--- config.mk ---
export PLATFORM = sky130hd
export DESIGN_NAME = digit_serial_alu_unit
export DESIGN_NICKNAME = d
export VERILOG_FILES = /design/src/rtl/digit_serial_alu_unit.sv
export SDC_FILE = /design/constraint.sdc
export NUM_CORES = 1
export LEC_CHECK = 0
export BUFFER_PORTS_ARGS = -buffer_cell sky130_fd_sc_hd__clkbuf_2
export CAP_MARGIN = 15
export CORE_UTILIZATION = 50
export CTS_CLUSTER_DIAMETER = 150
export CTS_CLUSTER_SIZE = 20
export DETAILED_ROUTE_END_ITERATION = 8
export HOLD_SLACK_MARGIN = 0.12
export PLACE_DENSITY = 0.73
export SLEW_MARGIN = 20
export SYNTH_ARGS = -nofsm -noshare
export SYNTH_HDL_FRONTEND = slang
export SYNTH_SLANG_ARGS = --single-unit
--- constraint.sdc ---
create_clock -name clk -period 4.8 [get_ports clk]
set_clock_uncertainty 0.05 [all_clocks]
set_input_delay 0.96 -clock clk [delete_from_list [all_inputs] [get_ports clk]]
set_output_delay 0.96 -clock clk [all_outputs]
set_load 0.05 [all_outputs]
--- src/rtl/digit_serial_alu_unit.sv ---
// digit_serial_alu_unit: digit-serial AND/OR/XOR/NEG/ABS/SUB, CHUNK bits per clock through one reused adder slice.
// Define DIGIT_SERIAL_SAT_EN to saturate NEG/ABS/SUB overflow instead of wrapping.
module digit_serial_alu_unit #(
   parameter int WIDTH = 32,
   parameter int CHUNK = 8
) (
   input  logic             clk,
   input  logic             rst,
   input  logic             start,
   input  logic [2:0]       op,
   input  logic [WIDTH-1:0] a,
   input  logic [WIDTH-1:0] b,
   output logic             busy,
   output logic             valid,
   output logic [WIDTH-1:0] result,
   output logic             zero,
   output logic             ovf,
   output logic             cout,
   output logic             err
);
   localparam int N  = WIDTH / CHUNK;
   localparam int CW = (N > 1) ? $clog2(N) : 1;
   localparam logic [2:0] OP_AND = 3'd0, OP_OR = 3'd1, OP_XOR = 3'd2;
   localparam logic [2:0] OP_NEG = 3'd3, OP_ABS = 3'd4, OP_SUB = 3'd5;
   localparam logic [WIDTH-1:0] MIN_V = {1'b1, {(WIDTH-1){1'b0}}};

   if (CHUNK < 1 || WIDTH % CHUNK != 0) begin : g_bad_cfg
      $error("digit_serial_alu_unit: WIDTH must be a multiple of CHUNK");
   end

   typedef enum logic {IDLE, BUSY} state_t;

   state_t           state_q;
   logic [WIDTH-1:0] a_q, b_q, res_q;
   logic [2:0]       op_q;
   logic [CW-1:0]    cnt_q;
   logic             carry_q, valid_q, zero_q, ovf_q, cout_q, err_q;

   logic [CHUNK-1:0] a_c, b_c, x_c, y_c, chunk_d;
   logic [CHUNK:0]   sum_d;
   logic [WIDTH-1:0] ins_d, fin_d;
   logic             inv_a, last, ovf_d;

   always_comb begin
      a_c     = a_q[cnt_q*CHUNK +: CHUNK];
      b_c     = b_q[cnt_q*CHUNK +: CHUNK];
      inv_a   = op_q == OP_NEG || (op_q == OP_ABS && a_q[WIDTH-1]);
      x_c     = inv_a ? ~a_c : a_c;
      y_c     = op_q == OP_SUB ? ~b_c : '0;
      sum_d   = {1'b0, x_c} + {1'b0, y_c} + {{CHUNK{1'b0}}, carry_q};
      chunk_d = op_q == OP_AND ? a_c & b_c :
                op_q == OP_OR  ? a_c | b_c :
                op_q == OP_XOR ? a_c ^ b_c :
                op_q <= OP_SUB ? sum_d[CHUNK-1:0] : '0;
      ins_d   = res_q;
      ins_d[cnt_q*CHUNK +: CHUNK] = chunk_d;
      last    = cnt_q == CW'(N-1);
      // ovf_d is only meaningful on the last chunk, once ins_d holds the full result
      ovf_d   = (op_q == OP_NEG || op_q == OP_ABS) ? a_q == MIN_V :
                op_q == OP_SUB ? (a_q[WIDTH-1] != b_q[WIDTH-1]) && (ins_d[WIDTH-1] != a_q[WIDTH-1]) : 1'b0;
`ifdef DIGIT_SERIAL_SAT_EN
      fin_d   = !ovf_d ? ins_d : (op_q == OP_SUB && a_q[WIDTH-1]) ? MIN_V : ~MIN_V;
`else
      fin_d   = ins_d;
`endif
   end

   always_ff @(posedge clk or posedge rst) begin
      if (rst) begin
         state_q <= IDLE;
         a_q     <= '0;
         b_q     <= '0;
         op_q    <= '0;
         res_q   <= '0;
         cnt_q   <= '0;
         carry_q <= 1'b0;
         valid_q <= 1'b0;
         zero_q  <= 1'b0;
         ovf_q   <= 1'b0;
         cout_q  <= 1'b0;
         err_q   <= 1'b0;
      end else if (state_q == IDLE) begin
         if (start) begin
            state_q <= BUSY;
            a_q     <= a;
            b_q     <= b;
            op_q    <= op;
            cnt_q   <= '0;
            carry_q <= op == OP_NEG || op == OP_SUB || (op == OP_ABS && a[WIDTH-1]);
            valid_q <= 1'b0;
            zero_q  <= 1'b0;
            ovf_q   <= 1'b0;
            cout_q  <= 1'b0;
            err_q   <= 1'b0;
         end
      end else begin
         res_q   <= last ? fin_d : ins_d;
         carry_q <= sum_d[CHUNK];
         cnt_q   <= last ? '0 : cnt_q + 1'b1;
         if (last) begin
            state_q <= IDLE;
            valid_q <= 1'b1;
            zero_q  <= fin_d == '0;
            ovf_q   <= ovf_d;
            cout_q  <= op_q == OP_SUB && sum_d[CHUNK];
            err_q   <= op_q[2] & op_q[1];
         end
      end
   end

   assign busy   = state_q == BUSY;
   assign valid  = valid_q;
   assign result = res_q;
   assign zero   = zero_q;
   assign ovf    = ovf_q;
   assign cout   = cout_q;
   assign err    = err_q;
endmodule
== Word-level counts from Yosys, hierarchy flattened ==
Cells that the tools add are included.
Operators by class
  $add $sub $neg: 4
  magnitude comparators: 1
  eq/ne operators: 13
  shift-type cells: 4
  mux-type cells: 28
  bitwise logic cells: 7
  reduce and logical (&&, ||, !) cells: 13
Operator list (count)
  32-bit by 6-bit variable part select with 8-bit output: 2
  8-bit two-way mux: 6
  5-bit negation with 34-bit output: 1
  8-bit by 34-bit variable shift with 32-bit output (first input constant): 1
  8-bit by 34-bit variable part select with 32-bit output: 1
  32-bit bitwise mux: 1
  32-bit == test (second input constant): 1
  32-bit zero test: 1
  1-bit two-way mux: 18
  8-bit inverter: 2
  3-bit == test (second input constant): 4
  8-bit by 8-bit adder with 9-bit output: 1
  9-bit by 1-bit adder with 9-bit output: 1
  3-bit by 2-bit == test with 1-bit output (second input constant): 3
  8-bit bitwise AND: 1
  8-bit OR: 1
  8-bit XOR: 1
  2-bit two-way mux: 3
  1-bit logical AND: 4
  1-bit logical OR: 4
  2-bit AND reduction: 2
  3-bit by 1-bit == test with 1-bit output (second input constant): 1
  3-bit less-or-equal comparator (second input constant): 1
  3-bit zero test: 1
  other kinds (7): 8
Word-level totals
  register bits after elaboration: 108
  bits of input ports: 70
  output and inout bits: 38
  word-level logic and storage cells: 82

== Longest topological paths before layout ==
Gate-level depths: netlist of the first run.
  word-level depth: 18
  depth in mapped cells: 14
  gate-level depth less buffers: 13

== Worst setup path before layout of the first run ==
Ideal clock, no wire load.
  path kind: register to register
  from: register cnt_q[0]
  to: register zero_q (netlist: zero)
  library setup time: 76 ps
  data arrival time: 3506 ps
  path slack: 1167 ps
  cell stages (with the launch flop): 13
  buffers on the path: 1
  clock period less this slack: 3633 ps
  cell sequence: dfrtp_1 -> buf_2 -> mux4_2 -> or2_2 -> fa_1 -> fa_1 -> xor2_1 -> o21bai_1 -> mux2_2 -> o211a_1 -> nor3_2 -> a41oi_2 -> o21ai_1
Between the ends
  longest elaborated chain between the ends: 14
  elaborated cells on any way between the ends: 25
  classes of those cells: add/sub (3); eq/ne (2); shift (4); mux (9); bitwise (5); reduce/logical (2)
Ends and longest elaborated chain
  start, declared: line 36  | logic [CW-1:0] cnt_q;
  start signal, assigned: line 99  | cnt_q <= last ? '0 : cnt_q + 1'b1;
  32-bit by 6-bit variable part select with 8-bit output (on tied branches): line 45, 46
  8-bit inverter (on tied branches): line 48, 49
  8-bit two-way mux (on tied branches): line 48, 49
  8-bit by 8-bit adder with 9-bit output: line 50  | sum_d = {1'b0, x_c} + {1'b0, y_c} + {{CHUNK{1'b0}}, carry_q};
  9-bit by 1-bit adder with 9-bit output: line 50
  8-bit two-way mux: line 54  | op_q <= OP_SUB ? sum_d[CHUNK-1:0] : '0;
  8-bit two-way mux: line 53  | op_q == OP_XOR ? a_c ^ b_c :
  8-bit two-way mux: line 52  | op_q == OP_OR ? a_c | b_c :
  8-bit two-way mux: line 51  | chunk_d = op_q == OP_AND ? a_c & b_c :
  8-bit by 34-bit variable part select with 32-bit output: line 56  | ins_d[cnt_q*CHUNK +: CHUNK] = chunk_d;
  32-bit bitwise mux: line 56
  32-bit zero test: line 103  | zero_q <= fin_d == '0;
  1-bit two-way mux: line 100  | if (last) begin
  1-bit two-way mux: line 82  | end else if (state_q == IDLE) begin
  end signal, assigned: line 78  | zero_q <= 1'b0;
  end signal, assigned: line 91  | zero_q <= 1'b0;
  end signal, assigned: line 103
  end, declared: line 37  | logic carry_q, valid_q, zero_q, ovf_q, cout_q, err_q;
Parallel ways exist; a longest one is shown, timed or not. The select of a mux whose other input is x is not followed.
A chain may end at the register's enable or synchronous reset.

== Final worst setup path of the first run ==
  from: register op_q[0]
  to: register zero_q (netlist: zero)
Between the ends
  longest elaborated chain between the ends: 15
  elaborated cells on any way between the ends: 22
  classes of those cells: add/sub (2); order compare (1); eq/ne (5); shift (1); mux (9); reduce/logical (4)
Ends and longest elaborated chain
  start, declared: line 35  | logic [2:0] op_q;
  start signal, assigned: line 87  | op_q <= op;
  3-bit == test: line 47  | inv_a = op_q == OP_NEG || (op_q == OP_ABS && a_q[WIDTH-1]);
  1-bit logical AND: line 47
  1-bit logical OR: line 47
  8-bit two-way mux: line 48  | x_c = inv_a ? ~a_c : a_c;
  8-bit by 8-bit adder with 9-bit output: line 50
  9-bit by 1-bit adder with 9-bit output: line 50
  8-bit two-way mux: line 54
  8-bit two-way mux: line 53
  8-bit two-way mux: line 52
  8-bit two-way mux *: line 51
  8-bit by 34-bit variable part select with 32-bit output *: line 56
  32-bit bitwise mux *: line 56
  32-bit zero test *: line 103
  1-bit two-way mux *: line 100
  1-bit two-way mux *: line 82
Every way passes the cells marked *; elsewhere a longest branch is shown, timed or not. The select of a mux whose other input is x is not followed.

==> results of run 1 <==
## how the worst max path moves through the flow
| stage | endpoint | slack, ps |
|---|---|---|
| floorplan | a_q[0]$_DFFE_PP0P_ | 940 |
| global placement | zero$_DFFE_PP0P_ | 860 |
| detailed placement | zero$_DFFE_PP0P_ | 840 |
| CTS | zero$_DFFE_PP0P_ | 800 |
| global route | zero$_DFFE_PP0P_ | 510 |
| finish | zero$_DFFE_PP0P_ | 750 |
## state kept, by name, summed over array words and instances (netlist names)
name,cells
result,32
valid,1
cnt_q,2
busy,1
ovf,1
zero,1
err,1
b_q,32
cout,1
carry_q,1
op_q,3
a_q,32
## worst max-delay path, delay by kind of cell (launching register included)
kind | cells | cell delay, ps
multiplexers | 1 | 280
adder cells (fa/ha/maj) | 2 | 880
flip-flops | 1 | 850
AO/OA/AOI/OAI | 4 | 570
XOR/XNOR | 1 | 250
AND/OR/NAND/NOR | 3 | 1100
## layout make-up
type	count	share of cell area
clock buffer	12	0.03650
multi-input combinational	504	0.4451
clock inverter	4	0.004629
inverter	35	0.01905
timing repair buffer	115	0.08474
tap	143	0.02546
sequential	108	0.3845
## Yosys cell counts (all sizes together) (9+ instances only)
| cell | count | area [um^2] |
|---|---|---|
| ha | 29 | 362.9 |
| nor3 | 14 | 75.07 |
| nor2 | 23 | 86.33 |
| xnor2 | 9 | 78.83 |
| dfrtp | 108 | 2703 |
| a21oi | 18 | 105.1 |
| clkbuf | 19 | 71.32 |
| inv | 35 | 131.4 |
| o21ai | 36 | 183.9 |
| nand2 | 238 | 893.4 |
| nand3 | 11 | 55.05 |
| buf | 12 | 58.81 |
| mux4 | 16 | 360.4 |
| a22o | 15 | 133.9 |
| nor4 | 16 | 100.1 |
## metal layers
| layer | track usage | part of all wire | vias up |
|---|---|---|---|
| li1 | - | - | 2485 |
| met1 | 0.3917 | 0.45 | 2530 |
| met2 | 0.4381 | 0.46 | 224 |
| met3 | 0.05130 | 0.067 | 27 |
| met4 | 0.09422 | 0.021 | 0 |
| met5 | 0 | 0 | - |
## power by group through the flow
stage | logic [mW] | registers [mW] | clock network, mW
2_1_floorplan | 2.40 | 1.94 | 0
3_3_place_gp | 3.52 | 1.73 | 0
3_5_place_dp | 3.58 | 1.74 | 0
4_1_cts | 3.61 | 1.73 | 0.726
5_1_grt | 3.97 | 1.79 | 0.765
6_report | 3.62 | 1.74 | 0.719
## logic make-up after synthesis
| kind of cell | after synthesis | share of synthesized area |
|---|---|---|
| multiplexers | 21 | 0.06768 |
| adder cells (fa/ha/maj) | 31 | 0.06624 |
| flip-flops | 108 | 0.4444 |
| XOR/XNOR | 11 | 0.01584 |
| AND/OR/NAND/NOR | 333 | 0.2360 |
| AO/OA/AOI/OAI | 108 | 0.1269 |
| buffers and inverters | 66 | 0.04300 |
## stage by stage
step	cell area [um^2]	hold slack [ps]	instances	setup slack, ps	power, mW
final	7028	429.5	921	750.6	6.082
after global routing	7028	450.8	921	509.8	6.529
after CTS	7028	430.3	921	801.2	6.070
after detailed placement	6739	412.9	905	838.8	5.329
after global placement	6739	404.7	905	863.0	5.246
after floorplan	6082	390.3	678	944.4	4.339
==> impl_metrics.csv, run 1 <==
group,metric,value,unit
final_layout,insertedDiodeCount,0,
pwr,p_switching,3.060,mW
drt,drc,4,
yosys,ys_warn_count,0,
floorplan,die-height,112.3,um
pwr,ir_drop,0.3719,mV
setup_path,startpoint,"op_q[0]$_DFFE_PP0P_",
min_path,hp-class,"reg -> reg",
setup_path,r2r_slack,750,ps
clock_tree,cts_max_level,3,
setup_path,rr_worst_depth,11,
drt,vias_per_cell,5.718,
final_layout,n_fill_cell,1016,
setup_path,crit_fanout,24,
sta,slew_headroom,0.3569,
outcome,outcome,"complete, but fails checks",
pwr,p_int,3.022,mW
final_layout,layout.nets,874,
final_layout,drive_above_1_share,0.2134,
sta,tightest_slew,964.7,ps
setup_path,arrival,4280,ps
global_routing,grt_overflow_total,0,
pwr,p_sw_frac,0.5031,
setup_path,cpPeakStageDelay,850,ps
sta,slew_viol_final,0,
final_layout,area_growth,15.55,%
setup_path,worstReg2RegStart,"op_q[0]$_DFFE_PP0P_",
pwr,pwr-share-comb,0.596,
drt,routed_wl,16360,um
drt,vias,5266,
sta,final-setup-viol-count,0,
yosys,async_flop_share,1.000,
setup_path,crit_path_cell_trace,"nand3_1 > or2_2 > fa_1 > fa_1 > xor2_1 > o21bai_1 > mux2_2 > o211a_1 > nor3_2 > a41oi_2 > o21ai_1",
sta,max_clock_freq,247.0,MHz
clock_tree,clock_sinks,108,
min_path,min_path_cells,2,
setup_path,required,5030,ps
sta,fin_crit_sh,0.8436,
setup_path,critical_path_class,"reg -> reg",
setup_path,setup.worst_path.start_class,"flop",
setup_path,cp_common_cell,"fa_1",
sta,fin_tns_setup,0,ps
min_path,min_from,"b_q[20]$_DFFE_PP0P_",
final_layout,fin_util,0.6052,
global_routing,grt_pass1_wl,27050,um
clock_tree,clockBufferDepth,2,
pwr,powerDensity,865.4,nW/um^2
yosys,avgSynthCellArea,8.971,um^2
yosys,syn-num-nets,779,
setup_path,cpMaxStageDelayCell,"dfrtp_1",
pwr,power.leakage,3.600,nW
drt,drt_iter0_drc,393,
final_layout,regArea,2703,um^2
final_layout,multiInputGateArea,3128,um^2
floorplan,core,11610,um^2
clock_tree,clkLatencyLatePin,350,ps
outcome,violations,"design-rule violations",
yosys,ys_types,64,
yosys,syn_area,6082,um^2
global_routing,grt_pass1_vias,5190,
sta,final_hold_viol_count,0,
pwr,clockPowerShare,0.118,
global_routing,grt_start_max_net_pins,78,
floorplan,io_pins,108,
global_routing,grt_usage,0.2787,
drt,ant_nets,0,
min_path,min_to,"b_q[20]$_DFFE_PP0P_",
clock_tree,cts_setup_buffers,0,
global_routing,antenna_found_initial,0,
sta,post-route-min-period,4049,ps
floorplan,dieArea,12610,um^2
placed_design,dp_hpwl,12340,um
placed_design,portBuffers,107,
floorplan,start_util,0.5237,
drt,dr.pass1.iters,7,
clock_tree,root_buffer,"clkbuf_16",
clock_tree,cts_resized,0,
clock_tree,path_clk_slew,70,ps
flow_run,maxCapViolCount,0,
clock_tree,ctsHoldBuffers,0,
pwr,seqPwrFrac,0.286,
yosys,seq_area_frac_synth,0.4444,
yosys,ys_dominant_reg_cell,"dfrtp_1",
placed_design,routabilityCongestion,0.9724,
clock_tree,cts_tree,"yes",
floorplan,num_rows,39,
yosys,ys_ff_latch,108,
sta,rsz0062_at_grt,"no",
drt,wl_per_cell,17.77,um
yosys,synth_cells,678,
floorplan,die_x,112.3,um
setup_path,reg2reg_to,"zero$_DFFE_PP0P_",
yosys,synth_edf_count,0,
setup_path,endpoint_kind,"flop",
clock_tree,numCtsBuffers,9,
final_layout,layout_common_cells,"nand2_1 (238), dfrtp_1 (108), clkbuf_2 (107)",
final_layout,final_common_cell,"nand2_1",
Power figures use the tool's default switching activity.
==> inputs of run 2 (changes only) <==
==> constraint.sdc (replaced) <==
create_clock -name clk -period 3.76 [get_ports clk]
set_clock_uncertainty 0.05 [all_clocks]
set_input_delay 0.752 -clock clk [delete_from_list [all_inputs] [get_ports clk]]
set_output_delay 0.752 -clock clk [all_outputs]
set_load 0.05 [all_outputs]
==> impl_metrics.csv, run 2 (synthesized netlist as in run 1, its figures left out) <==
group,metric,value,unit
sta,max_clock_freq,284.6,MHz
clock_tree,root_buffer,"clkbuf_16",
setup_path,worstReg2RegStart,"cnt_q[0]$_DFFE_PP0P_",
final_layout,layout.nets,881,
drt,vias,5363,
flow_run,maxCapViolCount,0,
sta,rsz0062_at_grt,"no",
sta,fin_crit_sh,0.9344,
global_routing,grt_pass1_wl,26820,um
sta,worst_hold_slack,365.2,ps
outcome,violations,"design-rule violations",
placed_design,post-place-ws,245.6,ps
final_layout,insertedDiodeCount,0,
floorplan,dieArea,12610,um^2
global_routing,antenna_found_initial,0,
clock_tree,cts_max_level,3,
global_routing,grt_pass1_vias,5324,
setup_path,startpoint,"cnt_q[0]$_DFFE_PP0P_",
placed_design,dp_hpwl,12270,um
sta,slew_headroom,0.3927,
clock_tree,cts_setup_buffers,0,
sta,tightest_slew,911.0,ps
setup_path,r2r_slack,250,ps
placed_design,dp_cells,912,
setup_path,rr_worst_depth,11,
setup_path,arrival,3750,ps
sta,final-setup-viol-count,0,
setup_path,setup.worst_path.start_class,"flop",
setup_path,required,3990,ps
clock_tree,path_clk_slew,80,ps
sta,fin_tns_setup,0,ps
setup_path,crit_fanout,4,
final_layout,area_growth,17.44,%
drt,routed_wl,16160,um
pwr,power.leakage,3.658,nW
floorplan,start_util,0.5237,
outcome,outcome,"complete, but fails checks",
placed_design,portBuffers,107,
sta,final_hold_viol_count,0,
pwr,powerDensity,1113,nW/um^2
clock_tree,clkLatencyLatePin,360,ps
floorplan,io_pins,108,
drt,wl_per_cell,17.41,um
setup_path,cpMaxStageDelayCell,"mux4_2",
drt,drt_iter0_drc,368,
sta,post-route-min-period,3513,ps
setup_path,cpPeakStageDelay,550,ps
min_path,hp-class,"in -> async",
clock_tree,clockBufferDepth,2,
setup_path,endpoint_kind,"flop",
setup_path,critical_path_class,"reg -> reg",
sta,setup_slack,246.8,ps
setup_path,crit_end,"zero$_DFFE_PP0P_",
drt,dr.pass1.iters,7,
drt,vias_per_cell,5.779,
final_layout,layout_common_cells,"nand2_1 (238), dfrtp_1 (108), clkbuf_2 (107)",
floorplan,die-height,112.3,um
placed_design,routabilityCongestion,0.9403,
global_routing,grt_usage,0.2746,
final_layout,final_common_cell,"nand2_1",
drt,drc,4,
global_routing,grt_overflow_total,0,
sta,slew_viol_final,0,
clock_tree,clock_sinks,108,
drt,ant_nets,0,
floorplan,num_rows,39,
final_layout,fin_cells,928,
clock_tree,numCtsBuffers,9,
setup_path,reg2reg_to,"zero$_DFFE_PP0P_",
floorplan,core,11610,um^2
clock_tree,cts_tree,"yes",
final_layout,drive_above_1_share,0.2242,
floorplan,die_x,112.3,um
setup_path,cp_common_cell,"fa_1",
setup_path,crit_path_cell_trace,"mux4_2 > or2_2 > fa_1 > fa_1 > xor2_2 > o21bai_1 > mux2_2 > o211a_1 > nor3_2 > a41oi_2 > o21ai_1",
global_routing,grt_start_max_net_pins,70,
pwr,ir_drop,0.3652,mV
## run 2: layout make-up
type                    count  area [um^2]
flip-flops and latches    108         2703
fillers                   992         4471
repair buffers            122        660.6
multi-input cells         504         3137
clock inverters             7        105.1
inverters                  35        133.9
clock buffers               9        225.2
well taps                 143        178.9
## run 2: critical path: cells and delay by family (launching register included)
family | cells | cell delay (ps)
adder cells (fa/ha/maj) | 2 | 870
multiplexers | 2 | 830
AO/OA/AOI/OAI | 4 | 560
AND/OR/NAND/NOR | 2 | 500
flip-flops | 1 | 430
XOR/XNOR | 1 | 200
## run 2: what timing repair did
| action | CTS | global route |
|---|---|---|
| resized for setup | 0 | 2 |
| endpoints found under the setup margin | 0 | 1 |
| hold buffers | 0 | 0 |
## run 2: per-stage QoR
stage,util,instance area (um^2),power (mW)
floorplan,-,6082,5.539
global placement,0.5859,6804,6.675
detailed placement,0.5859,6804,6.821
CTS,0.6143,7134,7.900
global route,0.6151,7143,8.497
finish,0.6151,7143,7.953
## run 2: how the worst min path moves through the flow
stage,start,to,depth (start not counted)
after floorplan,b_q[16]$_DFFE_PP0P_,b_q[16]$_DFFE_PP0P_,2
after global placement,b_q[6]$_DFFE_PP0P_,b_q[6]$_DFFE_PP0P_,2
after detailed placement,b_q[15]$_DFFE_PP0P_,b_q[15]$_DFFE_PP0P_,2
final,rst,result[3]$_DFFE_PP0P_,2
after CTS,rst,result[3]$_DFFE_PP0P_,2
after global routing,rst,result[3]$_DFFE_PP0P_,2
## run 2: power breakdown
group / internal (mW) / total (mW) / switching [mW]
sequential: 1.67 / 2.17 / 0.499
combinational: 1.76 / 4.74 / 2.98
clock: 0.595 / 1.05 / 0.453
total: 4.02 / 7.95 / 3.93
## run 2: per-layer routing
metal,wire length (um),vias up,track usage
met1,7160,2606,0.3720
li1,-,2512,-
met4,337,0,0.09244
met2,7627,219,0.4468
met5,0,-,0
met3,1033,26,0.05184
